[config.mk]
export PLATFORM = sky130hd
export DESIGN_NAME = ps2_host_tx
export DESIGN_NICKNAME = d
export VERILOG_FILES = /design/src/rtl/ps2_host_tx.sv
export SDC_FILE = /design/constraint.sdc
export NUM_CORES = 1
export LEC_CHECK = 0
export CAP_MARGIN = 10
export CORE_ASPECT_RATIO = 0.8
export CORE_MARGIN = 2
export CORE_UTILIZATION = 53
export CTS_CLUSTER_DIAMETER = 80
export DETAILED_ROUTE_END_ITERATION = 16
export PLACE_DENSITY = 0.76
export SLEW_MARGIN = 5
export SYNTH_ARGS = -nofsm -noshare
export SYNTH_HDL_FRONTEND = slang
export SYNTH_SLANG_ARGS = --single-unit
[constraint.sdc]
create_clock -name clk -period 1.95 [get_ports clk]
set_input_delay 0.195 -clock clk [delete_from_list [all_inputs] [get_ports clk]]
set_output_delay 0.195 -clock clk [all_outputs]
set_load 0.01 [all_outputs]
[src/rtl/ps2_host_tx.sv]
// rtl/ps2_host_tx.sv - PS/2 host-to-device command transmitter
// Inhibit/request-to-send, device-clocked frame shift, ack check and timeout.
module ps2_host_tx #(
   parameter int INHIBIT_CYCLES = 2500,
   parameter int TIMEOUT_CYCLES = 375000,
   parameter int FILTER_LEN     = 8
) (
   input  logic       clk,
   input  logic       reset_n,
   input  logic [7:0] tx_data,
   input  logic       tx_valid,
   output logic       tx_ready,
   input  logic       ps2_clk_in,
   input  logic       ps2_data_in,
   output logic       ps2_clk_low,
   output logic       ps2_data_low,
   output logic       busy,
   output logic       done,
   output logic       error
);
   localparam int CNT_MAX = (INHIBIT_CYCLES > TIMEOUT_CYCLES) ? INHIBIT_CYCLES : TIMEOUT_CYCLES;
   localparam int CW      = $clog2(CNT_MAX + 1);
   localparam int FW      = $clog2(FILTER_LEN + 1);
   localparam logic [CW-1:0] INH_LAST  = CW'(INHIBIT_CYCLES - 1);
   localparam logic [CW-1:0] INH_START = CW'(INHIBIT_CYCLES - 2);
   localparam logic [CW-1:0] TO_LAST   = CW'(TIMEOUT_CYCLES - 1);
   localparam logic [FW-1:0] F_LAST    = FW'(FILTER_LEN - 1);

   typedef enum logic [2:0] {IDLE, INHIBIT, RELEASE, SHIFT, STOP, ACK, WAIT_IDLE} state_t;

   // index 0 = clock line, index 1 = data line
   logic [1:0]    meta;
   logic [1:0]    sync;
   logic [1:0]    filt;
   logic [FW-1:0] fcnt [2];
   logic          clk_prev;
   logic          clk_fall;

   always_ff @(posedge clk or negedge reset_n) begin
      if (!reset_n) begin
         meta     <= 2'b11;
         sync     <= 2'b11;
         filt     <= 2'b11;
         fcnt[0]  <= '0;
         fcnt[1]  <= '0;
         clk_prev <= 1'b1;
      end else begin
         meta     <= {ps2_data_in, ps2_clk_in};
         sync     <= meta;
         clk_prev <= filt[0];
         for (int i = 0; i < 2; i++) begin
            if (sync[i] == filt[i]) begin
               fcnt[i] <= '0;
            end else if (fcnt[i] == F_LAST) begin
               filt[i] <= sync[i];
               fcnt[i] <= '0;
            end else begin
               fcnt[i] <= fcnt[i] + FW'(1);
            end
         end
      end
   end

   assign clk_fall = clk_prev & ~filt[0];

   state_t        state;
   logic [CW-1:0] cnt;
   logic [8:0]    frame;
   logic [3:0]    nbit;

   assign tx_ready = (state == IDLE);
   assign busy     = (state != IDLE);

   always_ff @(posedge clk or negedge reset_n) begin
      if (!reset_n) begin
         state        <= IDLE;
         cnt          <= '0;
         frame        <= '0;
         nbit         <= '0;
         ps2_clk_low  <= 1'b0;
         ps2_data_low <= 1'b0;
         done         <= 1'b0;
         error        <= 1'b0;
      end else begin
         done  <= 1'b0;
         error <= 1'b0;
         case (state)
            IDLE: begin
               if (tx_valid) begin
                  frame       <= {~^tx_data, tx_data};
                  cnt         <= '0;
                  ps2_clk_low <= 1'b1;
                  state       <= INHIBIT;
               end
            end
            INHIBIT: begin
               // start bit goes low in the final inhibit cycle
               if (cnt == INH_START) ps2_data_low <= 1'b1;
               if (cnt == INH_LAST) begin
                  ps2_clk_low <= 1'b0;
                  cnt         <= '0;
                  state       <= RELEASE;
               end else begin
                  cnt <= cnt + CW'(1);
               end
            end
            RELEASE: begin
               nbit  <= '0;
               cnt   <= cnt + CW'(1);
               state <= SHIFT;
            end
            default: begin
               cnt <= cnt + CW'(1);
               if (cnt == TO_LAST) begin
                  ps2_clk_low  <= 1'b0;
                  ps2_data_low <= 1'b0;
                  error        <= 1'b1;
                  state        <= IDLE;
               end else begin
                  case (state)
                     SHIFT: begin
                        if (clk_fall) begin
                           if (nbit == 4'd9) begin
                              ps2_data_low <= 1'b0;
                              state        <= STOP;
                           end else begin
                              ps2_data_low <= ~frame[0];
                              frame        <= {1'b0, frame[8:1]};
                              nbit         <= nbit + 4'd1;
                           end
                        end
                     end
                     STOP: state <= ACK;
                     ACK: begin
                        if (clk_fall) begin
                           if (!filt[1]) begin
                              state <= WAIT_IDLE;
                           end else begin
                              error <= 1'b1;
                              state <= IDLE;
                           end
                        end
                     end
                     WAIT_IDLE: begin
                        if (filt == 2'b11) begin
                           done  <= 1'b1;
                           state <= IDLE;
                        end
                     end
                     default: state <= IDLE;
                  endcase
               end
            end
         endcase
      end
   end
endmodule

After elaboration in Yosys (flattened, before gate mapping)
Cells that the tools add are included.
{"block": "totals", "reg_bits": 54, "latch_bits": 0, "ram_bits": 0, "mem_bits_ro": 0, "inputBits": 13, "out_inout_bits": 6, "word_cells": 122, "n_memories": 0}
{"block": "op_classes", "n_addsub": 4, "multipliers": 0, "div_mod_pow": 0, "order_cmp": 0, "n_eq_ne": 26, "shifts": 0, "muxes": 47, "bitwise": 9, "reduce_logical": 21}
{"op": "9-bit 2-to-1 mux", "count": 5}
{"op": "19-bit by 12-bit equality test with 1-bit output (second input constant)", "count": 2}
{"op": "19-bit 2-to-1 mux", "count": 2}
{"op": "19-bit case mux with 2 select lines", "count": 1}
{"op": "4-bit 2-to-1 mux", "count": 8}
{"op": "3-bit 2-to-1 mux", "count": 8}
{"op": "19-bit by 1-bit adder with 19-bit output (second input constant)", "count": 1}
{"op": "19-bit equality test (second input constant)", "count": 1}
{"op": "6-bit inequality test (second input constant)", "count": 3}
{"op": "9-bit case mux with 2 select lines", "count": 1}
{"op": "1-bit 2-to-1 mux", "count": 17}
{"op": "4-bit by 1-bit adder with 4-bit output (second input constant)", "count": 3}
{"op": "3-bit case mux with 4 select lines", "count": 1}
{"op": "6-bit AND reduction", "count": 2}
{"op": "3-bit nonzero test", "count": 4}
{"op": "2-bit inequality test (second input constant)", "count": 5}
{"op": "3-bit equality test (second input constant)", "count": 3}
{"op": "3-bit case mux with 3 select lines", "count": 1}
{"op": "4-bit by 3-bit equality test with 1-bit output (second input constant)", "count": 2}
{"op": "1-bit inverter", "count": 8}
{"op": "4-bit case mux with 2 select lines", "count": 1}
{"op": "4-bit AND reduction", "count": 2}
{"op": "2-bit nonzero test", "count": 4}
{"op": "8-bit XNOR reduction", "count": 1}
{"op": "other kinds (15)", "count": 21}

Longest topological paths before layout
{"block": "depth", "ltp_word": 6, "depth_mapped": 9, "depth_no_buf": 8}

Worst setup path after synthesis
Ideal clock, no wire load.
{"block": "synth_path", "kind": "register to register", "startpoint": "register cnt[0]", "endpoint": "register frame[0]", "setup_ps": 121, "arrival_ps": 1804, "required_ps": 1829, "path_slack_ps": 25, "path_stages_with_launch": 8, "path_buffers": 0, "period_less_slack_ps": 1925, "cell_sequence": "dfrtp_1 ha_1 nand2_1 or4_4 o211ai_2 nand2_1 nor2_1 nor2_1"}
{"block": "synth_between", "elab_chain_cells": 3}
{"element": "start, declared", "line_no": "67", "text": "logic [CW-1:0] cnt;"}
{"element": "start signal, assigned", "line_no": "104", "text": "cnt <= cnt + CW'(1);"}
{"element": "start signal, assigned", "line_no": "109", "text": "cnt <= cnt + CW'(1);"}
{"element": "start signal, assigned", "line_no": "113", "text": "cnt <= cnt + CW'(1);"}
{"element": "19-bit equality test", "line_no": "114", "text": "if (cnt == TO_LAST) begin"}
{"element": "2-bit inequality test (no source line)"}
{"element": "6-bit AND reduction (no source line)"}
{"element": "end signal, assigned", "line_no": "90", "text": "frame <= {~^tx_data, tx_data};"}
{"element": "end signal, assigned", "line_no": "128", "text": "frame <= {1'b0, frame[8:1]};"}
{"element": "end, declared", "line_no": "68", "text": "logic [8:0] frame;"}
Every way passes these cells.
A chain may end at the register's enable or synchronous reset.

Worst setup path in the final report
{"block": "layout_path", "startpoint": "register cnt[1]", "endpoint": "register ps2_clk_low"}
{"block": "layout_between", "elab_chain_cells": 3, "word_cells_on_any_way": 5, "cone_classes": "eq/ne (3); reduce/logical (2)"}
{"element": "19-bit by 12-bit equality test with 1-bit output / 19-bit equality test (equally long branches)", "line_no": "99, 114"}
{"element": "2-bit inequality test (no source line) / 3-bit nonzero test (equally long branches)"}
{"element": "4-bit AND reduction (no source line) (*)"}
{"element": "end signal, assigned", "line_no": "92", "text": "ps2_clk_low <= 1'b1;"}
{"element": "end signal, assigned", "line_no": "100", "text": "ps2_clk_low <= 1'b0;"}
{"element": "end signal, assigned", "line_no": "115", "text": "ps2_clk_low <= 1'b0;"}
{"element": "end, declared", "line_no": "15", "text": "output logic ps2_clk_low,"}
Every way passes the cells marked *; elsewhere a longest branch is shown, timed or not.

==> out/metrics.csv <==
metric;value;unit
final setup fails;1;
Avg Cell Area, Syn;9.58;um^2
# clock sinks;54;
worst min path class;input port to asynchronous set/reset pin;
Syn Inst Count;285;
P_leak;1.52;nW
VDD IR-drop max;0.000570;V
Core Area;4980;um^2
die width;84.2;um
RePlAce Congestion;0.881;
pin count of the biggest net entering global routing;55;
synthesis-stage register bit count;54;
Root Buffer;clkbuf_8;
vias in the first global route;2226;
fill cell count;409;
Seq pwr share;55.2;%
First-pass DRT Iterations;4;
die extent in y;68.2;um
DP Wirelength;4210;um
Worst Hold Margin;-0.0196;ns
Crit Path Class;flop to flop;
Routed Antenna Nets;0;
crit start category;flop;
RR Startpoint;cnt[1]$_DFFE_PN0N_;
period utilisation layout;101;%
power share of the combinational group;12.1;%
PD cells;690;nW/um^2
status;finished with violations;
Pins Over Slew Limit;0;
# diodes;0;
Final min period;1.96;ns
Vias;2312;
max_cap viols;0;
Longest Clk Path Bufs;2;
register area share after synthesis;49.8;%
max_slew headroom;55.7;%
wire per inst;15.0;um
top-count cell post-synth;nor2_1;
failing checks;hold timing, setup timing;
first-pass GRT wire length;9940;um
post-layout net count;357;
Async S/R FF share, synth;100;%
Area contributors post-synth;dfrtp_1 43%, nor2_1 7.0%, dfstp_2 6.7%, xor2_1 4.5%, xnor2_1 3.8%;
number of synthesized flops with an enable pin;0;
residual DRC count;0;
CTS tree;yes;
area leader, netlist;dfrtp_1;
crit end category;flop;
Worst Path Max Fanout;6;
Overflow after GRT;0;
internal power;1.74;mW
Clk pin slew, worst setup/hold paths;0.10;ns
cell row count;23;
RSZ-0062 raised after global routing;true;
starting density of the core;54.8;%
Via density;5.77;
initial antenna violation count;0;
Area growth syn-to-layout;23.8;%
Sum Neg Setup Slack;-0.0137;ns
number of buffers added on ports;18;
Netlist cell types;49;
CP Data Required Time;2.14;ns
worst path arrival time;2.16;ns
fraction of layout cells with a size suffix above 1;23.0;%
Synth Flop Type;dfrtp_1;
fmax;509;MHz
final worst slack;-0.0137;ns
switching power;0.589;mW
worst-margin pin slew;0.664;ns
final hold vios;12;
IO Pins;19;
clk_skew;0.00993;ns
die area;5750;um^2
post-synth top area share;43.1;%
clock power share;32.7;%
# H-tree levels;2;
Overall Global Routing Usage;22.2;%
Starting DRT DRC Count;165;
Worst-Skew Late Latency;0.32;ns
Commonest cells post-synth;51 x nor2_1, 47 x dfrtp_1, 26 x nand2_1, 14 x xor2_1, 13 x nand3_1;
Post-Synthesis Cell Area;2730;um^2
final wirelength;6030;um
switching share of total power;25.3;%
TritonCTS buffer count;5;
Synth Net Count;304;
Synth Warn #;0;
CP startpoint;cnt[1]$_DFFE_PN0N_;
## stage by stage
stage	util (%)	power, mW	instances	setup WS [ns]	cell area, um^2
finish	67.9	2.33	401	-0.0137	3380
global route	67.9	2.44	401	-0.143	3380
CTS	66.1	2.34	396	0.00680	3290
detailed placement	63.1	1.58	383	-0.00223	3140
global placement	63.1	1.57	383	0.0498	3140
floorplan	-	1.47	285	0.0252	2730
## registers in the layout, indices dropped and copies added, names as in the netlist, 2 cells and up
register,cells
fcnt,8
nbit,4
filt,2
state,3
cnt,19
frame,9
meta,2
sync,2
## metal layers
metal | routed length [um] | GRT usage (%) | part of all wire, % | up-vias
met1 | 2870 | 29.9 | 47 | 1117
met5 | 0 | 0 | 0 | -
li1 | - | - | - | 1105
met2 | 2760 | 35.9 | 46 | 80
met3 | 336 | 4.34 | 5.6 | 10
met4 | 72 | 9.07 | 1.2 | 0
## logic make-up after synthesis
kind of cell / synth area share [%]
flops: 49.8
fa+ha+maj: 2.75
compound gates: 12.5
buf+inv: 3.25
xor+xnor: 8.34
simple gates: 23.0
mux: 0.412
## worst max-delay path, stage by stage (launching register included)
cell      delay (ns)
dfrtp_1         0.37
ha_2            0.18
nand2_1         0.05
or4_4           0.54
nor2_2          0.13
buf_4           0.16
nand2_1         0.08
a21boi_0        0.25
a211oi_1        0.07
## path summary, 6_finish.rpt
check | end | slack, ns | cells after the start
worst min register to register | sync[0]$_DFF_PN1_ | 0.36 | 0
worst min-delay path | error$_DFF_PN0_ | -0.02 | 2
worst max-delay path | ps2_clk_low$_DFFE_PN0P_ | -0.01 | 8
min in group clk | meta[0]$_DFF_PN1_ | 0.28 | 1
worst max register to register | ps2_clk_low$_DFFE_PN0P_ | -0.01 | 8
max in group asynchronous | state[2]$_DFFE_PN0P_ | 1.50 | 2
## power by group through the flow
stage | sequential, mW | clock [mW] | combinational [mW]
finish | 1.29 | 0.763 | 0.282
CTS | 1.28 | 0.775 | 0.278
global route | 1.30 | 0.821 | 0.319
global placement | 1.30 | 0 | 0.268
floorplan | 1.30 | 0 | 0.169
detailed placement | 1.31 | 0 | 0.277
## timing repair
item,in CTS,in global routing
hold buffers,0,0
pin swaps,0,2
setup endpoints to repair,3,29
setup buffers,5,4
cloned,0,1
resized for setup,5,14
## layout by cell type, fill, tap and decap left out, drive strengths merged, types with 2 or more instances in the layout
master	n
xnor2	12
inv	9
ha	6
xor2	14
dlygate4sd2	2
clkdlybuf4s50	15
clkbuf	5
or3b	2
o211ai	2
or3	2
nand3	13
a21oi	12
nor4	2
nor2b	4
nand2b	2
nor3	6
o21ai	13
a211oi	3
buf	40
dfrtp	47
dfstp	7
o22ai	9
nand2	26
a22o	2
nor4b	2
nand4	11
nor2	52
or4	3
## cell type report
cell class | instances | area [um^2] | share of cell area, %
Tap cell | 62 | 77.6 | 2.30
Inverter | 8 | 30.0 | 0.889
Timing Repair Buffer | 57 | 469 | 13.9
Clock inverter | 3 | 43.8 | 1.30
Sequential cell | 54 | 1360 | 40.4
Multi-Input combinational cell | 212 | 1330 | 39.2
Clock buffer | 5 | 68.8 | 2.04
No activity file was read; power rests on OpenSTA's default activity.
